===== config.mk =====
export PLATFORM = sky130hd
export DESIGN_NAME = flush_collector
export DESIGN_NICKNAME = d
export VERILOG_FILES = /design/src/rtl/flush_collector.sv
export SDC_FILE = /design/constraint.sdc
export NUM_CORES = 1
export LEC_CHECK = 0
export ABC_AREA = 1
export BUFFER_PORTS_ARGS = -buffer_cell sky130_fd_sc_hd__clkbuf_2
export CORE_MARGIN = 1
export CORE_UTILIZATION = 35
export CTS_CLUSTER_DIAMETER = 60
export DETAILED_ROUTE_END_ITERATION = 10
export HOLD_SLACK_MARGIN = 0.02
export SLEW_MARGIN = 40
export SYNTH_ARGS = -nofsm -noshare
export SYNTH_HDL_FRONTEND = slang
export SYNTH_SLANG_ARGS = --single-unit

===== constraint.sdc =====
create_clock -name clk -period 2.95 [get_ports clk]
set_input_delay 0.7375 -clock clk [delete_from_list [all_inputs] [get_ports clk]]
set_output_delay 0.7375 -clock clk [all_outputs]
set_load 0.02 [all_outputs]

===== src/rtl/flush_collector.sv =====
// flush_collector: grants flush to one of two scanners, counts the units each drains into an
// occupancy-tracked buffer, and hands them downstream. Define FLUSH_COLLECTOR_WAKE_EN for stby wake pulses.
module flush_collector #(
  parameter int DEPTH   = 512,
  parameter int CNT_W   = 10,
  parameter int TIMEOUT = 16
) (
  input  logic             clk,
  input  logic             reset,
  input  logic             rdy_flush_a,
  input  logic             rdy_flush_b,
  input  logic [2:0]       state_a,
  input  logic [2:0]       state_b,
  input  logic [7:0]       mem_used_a,
  input  logic [7:0]       mem_used_b,
  output logic             flush_a,
  output logic             flush_b,
  output logic             goto_stby_a,
  output logic             goto_stby_b,
  output logic             out_valid,
  input  logic             out_ready,
  output logic [CNT_W-1:0] occupancy,
  output logic             busy,
  output logic             err_timeout,
  output logic             err_mismatch,
  output logic             overflow
);
  localparam logic [2:0] ST_IDLE     = 3'b011;
  localparam logic [2:0] ST_FLUSHING = 3'b100;
  localparam int         TMO_W       = $clog2(TIMEOUT + 1);

  typedef enum logic [1:0] {IDLE, GRANT, WAIT, RECV} fsm_t;
  typedef enum logic {SEL_A = 1'b0, SEL_B = 1'b1} sel_t;

  fsm_t             fsm;
  sel_t             sel;
  sel_t             last_served;
  sel_t             pick;
  logic [7:0]       expected;
  logic [8:0]       recv;
  logic [TMO_W-1:0] tmo;

  logic [CNT_W:0]   free;
  logic             req_a, req_b, elig_a, elig_b;
  logic [2:0]       state_sel;
  logic [7:0]       mem_sel;
  logic             flushing_sel, unit_in, accept, recv_done;

  assign free   = (CNT_W+1)'(DEPTH) - {1'b0, occupancy};
  assign req_a  = rdy_flush_a | (state_a == ST_IDLE);
  assign req_b  = rdy_flush_b | (state_b == ST_IDLE);
  assign elig_a = req_a & (free >= (CNT_W+1)'(mem_used_a));
  assign elig_b = req_b & (free >= (CNT_W+1)'(mem_used_b));

  // Round-robin on a tie; otherwise whichever scanner is eligible.
  assign pick = (elig_a && elig_b) ? ((last_served == SEL_A) ? SEL_B : SEL_A)
                                   : (elig_a ? SEL_A : SEL_B);

  assign state_sel    = (sel == SEL_A) ? state_a : state_b;
  assign mem_sel      = (sel == SEL_A) ? mem_used_a : mem_used_b;
  assign flushing_sel = (state_sel == ST_FLUSHING);

  // The cycle in which WAIT first observes flushing already carries the first unit.
  assign unit_in   = ((fsm == WAIT) || (fsm == RECV)) && flushing_sel && (mem_sel != 8'd0);
  assign accept    = out_valid & out_ready;
  assign recv_done = (fsm == RECV) && !flushing_sel;
  assign out_valid = (occupancy != '0);
  assign busy      = (fsm != IDLE);

  // NOTE: sequential state uses non-blocking assignments so every branch reads pre-edge values.
  always_ff @(posedge clk or negedge reset) begin
    if (!reset) begin
      fsm          <= IDLE;
      sel          <= SEL_A;
      last_served  <= SEL_B;
      expected     <= '0;
      recv         <= '0;
      tmo          <= '0;
      flush_a      <= 1'b0;
      flush_b      <= 1'b0;
      err_timeout  <= 1'b0;
      err_mismatch <= 1'b0;
    end else begin
      flush_a     <= 1'b0;
      flush_b     <= 1'b0;
      err_timeout <= 1'b0;
      if (unit_in && (recv != '1)) recv <= recv + 9'd1;
      case (fsm)
        IDLE: begin
          if (elig_a || elig_b) begin
            sel      <= pick;
            expected <= (pick == SEL_A) ? mem_used_a : mem_used_b;
            flush_a  <= (pick == SEL_A);
            flush_b  <= (pick == SEL_B);
            fsm      <= GRANT;
          end
        end
        GRANT: begin
          tmo  <= '0;
          recv <= '0;
          fsm  <= WAIT;
        end
        WAIT: begin
          if (flushing_sel) begin
            fsm <= RECV;
          end else if (tmo == TMO_W'(TIMEOUT - 1)) begin
            err_timeout <= 1'b1;
            last_served <= sel;
            fsm         <= IDLE;
          end else begin
            tmo <= tmo + 1'b1;
          end
        end
        RECV: begin
          if (recv_done) begin
            if (recv != {1'b0, expected}) err_mismatch <= 1'b1;
            last_served <= sel;
            fsm         <= IDLE;
          end
        end
        default: fsm <= IDLE;
      endcase
    end
  end

  // A simultaneous arrival and accept cancel; an arrival into a full buffer is dropped.
  always_ff @(posedge clk or negedge reset) begin
    if (!reset) begin
      occupancy <= '0;
      overflow  <= 1'b0;
    end else if (unit_in && !accept) begin
      if (occupancy == CNT_W'(DEPTH)) overflow <= 1'b1;
      else                            occupancy <= occupancy + 1'b1;
    end else if (!unit_in && accept) begin
      occupancy <= occupancy - 1'b1;
    end
  end

`ifdef FLUSH_COLLECTOR_WAKE_EN
  localparam logic [2:0] ST_STBY  = 3'b001;
  localparam int         WAKE_DLY = 4;

  sel_t       wake_sel;
  logic [2:0] wake_cnt;
  logic [2:0] wake_state;

  assign wake_state = (wake_sel == SEL_A) ? state_a : state_b;

  // First pulse on drain completion, a second WAKE_DLY cycles later if the scanner sits in stby.
  always_ff @(posedge clk or negedge reset) begin
    if (!reset) begin
      wake_sel    <= SEL_A;
      wake_cnt    <= '0;
      goto_stby_a <= 1'b0;
      goto_stby_b <= 1'b0;
    end else begin
      goto_stby_a <= 1'b0;
      goto_stby_b <= 1'b0;
      if (recv_done) begin
        wake_sel    <= sel;
        wake_cnt    <= 3'(WAKE_DLY);
        goto_stby_a <= (sel == SEL_A);
        goto_stby_b <= (sel == SEL_B);
      end else if (wake_cnt != '0) begin
        wake_cnt <= wake_cnt - 3'd1;
        if ((wake_cnt == 3'd1) && (wake_state == ST_STBY)) begin
          goto_stby_a <= (wake_sel == SEL_A);
          goto_stby_b <= (wake_sel == SEL_B);
        end
      end
    end
  end
`else
  assign goto_stby_a = 1'b0;
  assign goto_stby_b = 1'b0;
`endif

endmodule


==> results of run 1 <==
## where the power goes
group	internal [W]	total, W	switching (W)	leakage (nW)
combinational	0.000871	0.00224	0.00137	1.38
clock	0.000185	0.000397	0.000212	0.0433
sequential	0.000781	0.000990	0.000210	0.513
total	0.00184	0.00363	0.00179	1.94
## layout make-up
type / count / area [um2]
clock buffers: 6 / 82.6
clock inverters: 1 / 7.51
fillers: 929 / 5080
inverters: 70 / 263
multi-input cells: 320 / 1870
flip-flops and latches: 41 / 1030
well taps: 108 / 135
repair buffers: 55 / 305
## critical path, stage by stage (launching register included)
cell and delay, ns:
dfrtp_1 0.39, inv_2 0.09, ha_2 0.22, nand3_2 0.12, nor2_2 0.16, a21boi_1 0.12
nor2_2 0.14, inv_1 0.13, buf_4 0.18, ha_1 0.33, a21o_1 0.21, a31oi_1 0.18
nand3_1 0.10, nand2_1 0.09, nand3_1 0.08, nand2_1 0.06, nand2_1 0.04
## flip-flops by register name, indices dropped and copies added, names as in the netlist
register      flops
occupancy        10
recv              9
expected          8
tmo               5
fsm               2
err_mismatch      1
err_timeout       1
flush_a           1
flush_b           1
last_served       1
overflow          1
sel               1
## per-stage QoR
| stage | cells | worst slack, ns | hold WS, ns | area [um2] | power (W) |
|---|---|---|---|---|---|
| finish | 601 | 0.220 | 0.482 | 3690 | 0.00363 |
| global route | 601 | 0.00311 | 0.531 | 3690 | 0.00406 |
| global placement | 590 | 0.0771 | 0.454 | 3560 | 0.00315 |
| floorplan | 436 | 0.147 | 0.442 | 3190 | 0.00264 |
| detailed placement | 590 | 0.0121 | 0.481 | 3560 | 0.00319 |
| CTS | 597 | 0.141 | 0.500 | 3650 | 0.00360 |
## layout by cell type (no fill, tap or decap), types with 3 or more instances in the layout
cell       n
xor2_1    17
nand3_1   34
a21oi_1   20
inv_2      3
nor3_1     5
nor2_2     6
nor4_1     4
clkbuf_2  43
o21ai_2    3
dfrtp_1   40
o21bai_1   3
nand2_1   95
nand4_1   10
ha_1      28
clkbuf_8   6
buf_4     12
inv_1     66
a21o_1     3
nor2_1    42
o21ai_0   20
nand2_2    8
## final timing paths
check,slack (ns),end
max in group asynchronous,2.07,tmo[1]
min in group asynchronous,0.51,expected[7]
setup reg to reg,0.22,occupancy[9]
hold / removal,0.48,err_mismatch
hold reg to reg,0.48,err_mismatch
setup / recovery,0.22,occupancy[9]
## layer usage
metal / up-vias / GRT usage [%]
met1: 1347 / 21.0
met3: 10 / 2.52
li1: 1522 / -
met2: 43 / 29.6
met4: 0 / 3.96
met5: - / 0
## logic make-up (layout without fill, tap and decap cells)
family | count (synthesis) | after routing | share of synthesized area (%)
XOR/XNOR | 19 | 19 | 5.22
adder cells (fa/ha/maj) | 30 | 30 | 12.0
AO/OA/AOI/OAI | 60 | 60 | 11.5
AND/OR/NAND/NOR | 209 | 209 | 29.4
flip-flops | 41 | 41 | 32.2
other | 1 | 2 | 0.118
buffers and inverters | 75 | 132 | 9.58
## what timing repair did
item | 4_1_cts | 5_1_grt
gates resized for setup | 0 | 3
endpoints found under the setup margin | 0 | 14
setup buffers | 0 | 4
==> out/qor.csv, run 1 <==
metric,value,unit
Hold Path Depth,2,
clk_lat worst skew,0.30,ns
Starting Density,36.4,%
first-pass GRT wire length,13000,um
max-slew violations,0,
Site Rows,34,
Vias per Instance,4.86,
"CTS clk-pin slew, worst paths",0.09,ns
ant diodes,0,
RSZ-0062 raised after global routing,false,
CTS Sinks,41,
power per standard cell area,985,nW/um2
top sig layer,met4,
Hold Crit Start,err_mismatch,
leading post-synthesis cells by cell area,"dfrtp_1 31%, ha_1 11%, nand2_1 11%",
met1 WL,3420,um
full die area,9490,um2
maximum buffer depth of the clock tree,2,
vias,2922,
data required time of the worst path,3.16,ns
DRT Wirelength,7460,um
TritonCTS clock tree,done,
Max Clock Freq,0.366,GHz
clock skew,0.0129,ns
share of cells above drive strength 1,18.7,%
fin crit period,2.73,ns
Synth Register Bits,41,
post-synthesis sequential area ratio,32.2,%
Met2 Routed Length,3740,um
H-Tree Depth,2,
GPL Wtd Cong,0.910,
final core occ,42.1,%
max-cap violation count,0,
Initial DRT Pass Iterations,4,
Total Neg Setup Slack,0,ns
Async SR Flop Fraction,100,%
initial antenna violation count,0,
DRT antenna net count,0,
metal3 WL,222,um
Worst Setup SP,occupancy[0],
grt total ovfl,0,
Initial DRC Count,78,
Core ar.,8760,um2
total number of yosys warnings,0,
DP HPWL,5900,um
"Period Utilization, post-route",92.6,%
CP endpoint kind,flop,
area share of the largest cell type after synthesis,31.4,%
largest net degree at the start of global routing,42,
CTS Buf Count,5,
path depth of the worst reg2reg path,16,
Synth Cell Area,3190,um2
Slew HR,63.7,%
final setup fails,0,
synthesis-to-layout area growth,15.7,%
worst vdd ir,0.591,mV
Post-synth EDFFs,0,
Worst Setup Start Kind,flop,
die span in y,97.4,um
most frequent cell after synthesis,nand2_1,
Nets,550,
Worst EP arrival,2.94,ns
Hold WC Path Type,reg -> reg,
Most used DFF post-synth,dfrtp_1,
status,"finished, final reports clean",
WL/cell,12.4,um
die width,97.4,um
root buf cell,clkbuf_8,
Hold Fails Final Rpt,0,
Slew @ Worst Pin,0.545,ns
post-synth top area cell,dfrtp_1,
vias in the first global route,2913,
leak pwr,1.94,nW
Ports,46,
hold_buf cts,0,
DRC viols,0,
most frequent cells after synthesis,"95 x nand2_1, 66 x inv_1, 43 x nor2_1",
Critical Path Fanout Max,6,
Mapped Avg Cell Area,7.33,um2
IO buf count,43,
Syn Inst Count,435,
Cell variety after synth,37,
worst setup path category,reg -> reg,
Overall Global Routing Usage,16.6,%
R2R Path Start,occupancy[0],
No activity file was read; power rests on OpenSTA's default activity.
==> run 2, diff against run 1 <==
Clock period 2.95 ns to 3.35 ns, I/O delays scaled along.
==> run 2 against run 1 <==
Effect of this change: flip-flop and latch count is the same; final area down 2.0%; combinational power fell by 16%; clock skew decreased by 0.0023 ns; final cell count is 1.5% lower; critical path depth down 1; first-iteration DRC count increased by 42%.
==> out/qor.csv, run 2 (synthesis results as in run 1) <==
metric,value,unit,change
GPL Wtd Cong,0.914,,was 0.910
final setup fails,0,,unchanged
leak pwr,1.90,nW,was 1.94 nW
die span in y,97.4,um,unchanged
grt total ovfl,0,,unchanged
Nets,540,,was 550
max-slew violations,0,,unchanged
clock skew,0.0107,ns,was 0.0129 ns
CTS Buf Count,5,,unchanged
hold_buf cts,0,,unchanged
Starting Density,36.4,%,unchanged
PnR worst setup slack,0.396,ns,was 0.220 ns
Worst Setup Start Kind,flop,,unchanged
clk_lat worst skew,0.32,ns,was 0.30 ns
biggest regs,"occupancy: 10 flops, recv: 9 flops, expected: 8 flops",,unchanged
H-Tree Depth,2,,unchanged
maximum buffer depth of the clock tree,2,,unchanged
Max Clock Freq,0.338,GHz,was 0.366 GHz
synthesis-to-layout area growth,13.3,%,was 15.7%
Hold Fails Final Rpt,0,,unchanged
DRT antenna net count,0,,unchanged
Slew HR,60.8,%,was 63.7%
share of cells above drive strength 1,16.5,%,was 18.7%
CP most frequent cell,a21oi_1,,was nand2_1
full die area,9490,um2,unchanged
Vias per Instance,4.92,,was 4.86
Site Rows,34,,unchanged
Biggest register,occupancy,,unchanged
most common library cell in the layout ignoring fill and taps,nand2_1,,unchanged
dpl ws,0.165,ns,was 0.0121 ns
CTS Sinks,41,,unchanged
Initial DRC Count,111,,was 78
Crit path largest cell delay,0.45,ns,was 0.39 ns
ant diodes,0,,unchanged
largest net degree at the start of global routing,42,,unchanged
crit-path cells,inv_1 -> ha_1 -> nand3_2 -> nor2_2 -> a21boi_1 -> nor2_2 -> inv_1 -> ha_1 -> a21oi_1 -> o21ai_0 -> a21oi_1 -> nor2_1 -> nor2_1 -> xor2_1 -> a21oi_1,,was inv_2 -> ha_2 -> nand3_2 -> nor2_2 -> a21boi_1 -> nor2_2 -> inv_1 -> buf_4 -> ha_1 -> a21o_1 -> a31oi_1 -> nand3_1 -> nand2_1 -> nand3_1 -> nand2_1 -> nand2_1
root buf cell,clkbuf_8,,unchanged
Core ar.,8760,um2,unchanged
Hold WC Path Type,reg -> reg,,unchanged
CP max stage cell,dfrtp_1,,unchanged
max-cap violation count,0,,unchanged
Ports,46,,unchanged
DRC viols,0,,unchanged
"Period Utilization, post-route",88.2,%,was 92.6%
Critical Path Fanout Max,8,,was 6
CP bufs+invs,2,,was 3
Total Neg Setup Slack,0,ns,unchanged
Overall Global Routing Usage,16.6,%,about the same
status,"finished, final reports clean",,unchanged
Largest register FFs,10,,unchanged
vias in the first global route,2842,,was 2913
WL/cell,12.4,um,about the same
worst setup path category,reg -> reg,,unchanged
Slew @ Worst Pin,0.588,ns,was 0.545 ns
data required time of the worst path,3.56,ns,was 3.16 ns
most frequent cells in the layout,"95 x nand2_1, 66 x inv_1, 43 x nor2_1, 42 x clkbuf_2, 40 x dfrtp_1",,"was 95 x nand2_1, 66 x inv_1, 43 x clkbuf_2, 42 x nor2_1, 40 x dfrtp_1"
CP endpoint kind,flop,,unchanged
RSZ-0062 raised after global routing,false,,unchanged
first-pass GRT wire length,12700,um,was 13000 um
initial antenna violation count,0,,unchanged
Worst EP arrival,3.16,ns,was 2.94 ns
DP HPWL,5840,um,was 5900 um
vias,2915,,was 2922
CP top delay family,compound AO/OA/AOI/OAI gates,,was simple AND/OR/NAND/NOR gates
"CTS clk-pin slew, worst paths",0.09,ns,about the same
fin crit period,2.95,ns,was 2.73 ns
die width,97.4,um,unchanged
Post-CTS Setup Bufs,0,,unchanged
IO buf count,43,,unchanged
worst vdd ir,0.442,mV,was 0.591 mV
cts repair resizes,0,,unchanged
power per standard cell area,865,nW/um2,was 985 nW/um2
Layout fillers,937,,was 929
DRT Wirelength,7340,um,was 7460 um
TritonCTS clock tree,done,,unchanged
Initial DRT Pass Iterations,4,,unchanged
## run 2: changes by cell type in the layout (fill, tap and decap cells not counted), sizes merged
| cell | delta |
|---|---|
| clkinv | +2 |
| clkinvlp | -1 |
| buf | -10 |
## run 2: power by group
part | internal [W] | switching [W]
combinational | 0.000701 | 0.00118
sequential | 0.000687 | 0.000193
clock | 0.000167 | 0.000199
total | 0.00156 | 0.00157
## run 2: cell type report
class	instances	area, um2	share of cell area [%]
Multi-Input combinational cell	320	1860	51.4
Sequential cell	41	1030	28.4
Inverter	70	263	7.27
Timing Repair Buffer	45	233	6.44
Tap cell	108	135	3.74
Clock buffer	6	82.6	2.29
Clock inverter	2	13.8	0.381
## run 2: final timing paths
kind	start	endpoint	slack, ns	cells after the start
max in group asynchronous	reset	flush_a	2.41	1
min in group asynchronous	reset	recv[1]	0.55	1
worst max-delay path	occupancy[1]	occupancy[7]	0.40	15
worst min-delay path	err_mismatch	err_mismatch	0.47	2
worst max register to register	occupancy[1]	occupancy[7]	0.40	15
worst min register to register	err_mismatch	err_mismatch	0.47	2
## run 2: routing by layer
metal | global-route usage, % | vias up | part of all wire, %
li1 | - | 1502 | -
met1 | 20.4 | 1347 | 46
met2 | 28.9 | 55 | 49
met3 | 2.59 | 11 | 3.1
met4 | 6.90 | 0 | 1.8
met5 | 0 | - | 0
## run 2: through the flow
stage               instances  total power (W)  instance area (um2)  utilization, %  hold WS [ns]
finish                    592          0.00312                 3610            41.2         0.469
global route              592          0.00347                 3610            41.2         0.524
CTS                       592          0.00315                 3610            41.2         0.476
detailed placement        584          0.00277                 3520            40.1         0.455
global placement          584          0.00273                 3510            40.1         0.451
floorplan                 436          0.00233                 3190               -         0.461
## run 2: worst reg2reg max path: stages, from the launching register on
cell and delay, ns:
dfrtp_1 0.45, inv_1 0.10, ha_1 0.22, nand3_2 0.12, nor2_2 0.17, a21boi_1 0.11, nor2_2 0.17, inv_1 0.18
ha_1 0.39, a21oi_1 0.20, o21ai_0 0.12, a21oi_1 0.20, nor2_1 0.07, nor2_1 0.11, xor2_1 0.15, a21oi_1 0.07
==> run 3, diff against run 2 <==
Clock period 3.35 ns to 2.4 ns, I/O delays scaled along.
==> run 3 against run 2 <==
Effect of this change: the flow now finishes with violations (setup timing); wire length rose by 16%; core utilization rose by 11 points; clock skew fell by 0.0051 ns; flip-flop and latch count did not move; register-to-register slack got worse by 0.51 ns; non-clock buffer count rose by 67; critical path depth rose by 4; first-iteration DRC count fell by 6.3%; die area did not move; largest cell class unchanged; largest power group unchanged; highest routed layer unchanged.
==> out/qor.csv, run 3 (synthesis results as in run 1) <==
metric,value,unit,change
Worst Hold Slack,0.202,ns,was 0.469 ns
data required time of the worst path,2.60,ns,was 3.56 ns
initial antenna violation count,0,,unchanged
Biggest register,occupancy,,unchanged
Critical Path Fanout Max,10,,was 8
Hold WC Path Type,in -> async,,was reg -> reg
largest net degree at the start of global routing,27,,was 42
Ports,46,,unchanged
Site Rows,34,,unchanged
Nets,610,,was 540
power per standard cell area,1260,nW/um2,was 865 nW/um2
Worst EP arrival,2.71,ns,was 3.16 ns
"Period Utilization, post-route",105,%,was 88.2%
Core ar.,8760,um2,unchanged
leak pwr,2.30,nW,was 1.90 nW
dpl ws,-0.243,ns,was 0.165 ns
DRT antenna net count,0,,unchanged
DP HPWL,6330,um,was 5840 um
clock skew,0.00559,ns,was 0.0107 ns
final setup fails,15,,was 0
max-cap violation count,0,,unchanged
TritonCTS clock tree,done,,unchanged
status,"complete, but fails checks",,"was finished, final reports clean"
Hold Fails Final Rpt,0,,unchanged
PnR worst setup slack,-0.110,ns,was 0.396 ns
Initial DRC Count,104,,was 111
DP Cell Count,641,,was 584
GPL Wtd Cong,0.854,,was 0.914
grt total ovfl,0,,unchanged
Worst Setup Start Kind,flop,,unchanged
clk_lat worst skew,0.31,ns,was 0.32 ns
full die area,9490,um2,unchanged
CP endpoint kind,flop,,unchanged
die span in y,97.4,um,unchanged
most common library cell in the layout ignoring fill and taps,nand2_1,,unchanged
"CTS clk-pin slew, worst paths",0.08,ns,was 0.09 ns
die width,97.4,um,unchanged
final core occ,52.0,%,was 41.2%
first-pass GRT wire length,13800,um,was 12700 um
RSZ-0062 raised after global routing,true,,was false
Initial DRT Pass Iterations,4,,unchanged
failing checks,setup timing,,
max-slew violations,0,,unchanged
maximum buffer depth of the clock tree,2,,unchanged
vias,3245,,was 2915
hold_buf cts,0,,unchanged
Largest register FFs,10,,unchanged
IO buf count,43,,unchanged
biggest regs,"occupancy: 10 flops, recv: 9 flops, expected: 8 flops",,unchanged
Slew HR,60.3,%,was 60.8%
fin crit period,2.51,ns,was 2.95 ns
ant diodes,0,,unchanged
most frequent cells in the layout,"87 x nand2_1, 63 x buf_4, 60 x inv_1, 43 x clkbuf_2, 39 x nor2_1",,"was 95 x nand2_1, 66 x inv_1, 43 x nor2_1, 42 x clkbuf_2, 40 x dfrtp_1"
H-Tree Depth,2,,unchanged
Max Clock Freq,0.398,GHz,was 0.338 GHz
CTS Sinks,41,,unchanged
synthesis-to-layout area growth,42.9,%,was 13.3%
Total Neg Setup Slack,-0.977,ns,was 0 ns
Slew @ Worst Pin,0.594,ns,was 0.588 ns
Vias per Instance,4.90,,was 4.92
worst vdd ir,0.707,mV,was 0.442 mV
Layout fillers,806,,was 937
DRC viols,0,,unchanged
Starting Density,36.4,%,unchanged
root buf cell,clkbuf_8,,unchanged
Overall Global Routing Usage,17.9,%,was 16.6%
CTS Buf Count,5,,unchanged
share of cells above drive strength 1,37.2,%,was 16.5%
"non-filler cells, final",662,,was 592
worst setup path category,reg -> reg,,unchanged
vias in the first global route,3174,,was 2842
DRT Wirelength,8530,um,was 7340 um
WL/cell,12.9,um,was 12.4 um
==> run 3: path summary, 6_finish.rpt <==
path / start / to / slack (ns) / cells past startpoint
setup / recovery: occupancy[1] / expected[3] / -0.11 / 19
hold / removal: reset / recv[3] / 0.20 / 1
setup reg to reg: occupancy[1] / expected[3] / -0.11 / 19
hold reg to reg: err_mismatch / err_mismatch / 0.46 / 2
max in group asynchronous: reset / last_served / 1.46 / 2
min in group clk: err_mismatch / err_mismatch / 0.46 / 2
==> run 3: power breakdown <==
group	leakage (nW)	total [W]	switching (W)	internal [W]
logic	1.74	0.00401	0.00220	0.00182
clock network	0.0512	0.000498	0.000264	0.000233
registers	0.509	0.00120	0.000235	0.000967
total	2.30	0.00571	0.00270	0.00302
==> run 3: per-layer routing <==
layer	part of all wire (%)	vias to the layer above	routed length (um)	track usage [%]
met1	42	1519	3550	20.1
li1	-	1650	-	-
met4	2.8	0	242	5.20
met3	4.0	19	337	4.17
met5	0	-	0	0
met2	52	57	4400	33.3
==> run 3: per-stage QoR <==
step	total power [W]	instance area (um2)
2_1_floorplan	0.00337	3280
3_3_place_gp	0.00440	4030
6_report	0.00571	4550
3_5_place_dp	0.00448	4030
5_1_grt	0.00626	4550
4_1_cts	0.00523	4280
==> run 3: critical path: stages, from the launching register on <==
cell,delay [ns]
dfrtp_2,0.43
nor2_2,0.15
nand2_4,0.09
nor2_4,0.13
xor2_2,0.15
inv_2,0.08
ha_4,0.26
nand2_4,0.06
inv_1,0.04
a21oi_2,0.12
nand2_2,0.08
a21oi_2,0.14
nand2_1,0.07
nand2_2,0.11
buf_6,0.12
inv_6,0.06
nand2_4,0.09
nand2_1,0.08
nand3_2,0.08
nand2_1,0.05
==> run 3: area by class of cell <==
| cell class | instances | area, um2 | area share [%] |
|---|---|---|---|
| Tap cell | 108 | 135 | 2.97 |
| Clock buffer | 6 | 82.6 | 1.81 |
| Multi-Input combinational cell | 323 | 2250 | 49.4 |
| Sequential cell | 41 | 1030 | 22.7 |
| Clock inverter | 2 | 13.8 | 0.302 |
| Timing Repair Buffer | 112 | 764 | 16.8 |
| Inverter | 70 | 275 | 6.05 |
==> run 3: repair_timing <==
item / 4_1_cts / 5_1_grt
setup endpoints to repair: 16 / 18
gates resized for setup: 23 / 41
gates cloned: 1 / 2
pin swaps: 19 / 23
buffers inserted: 2 / 8
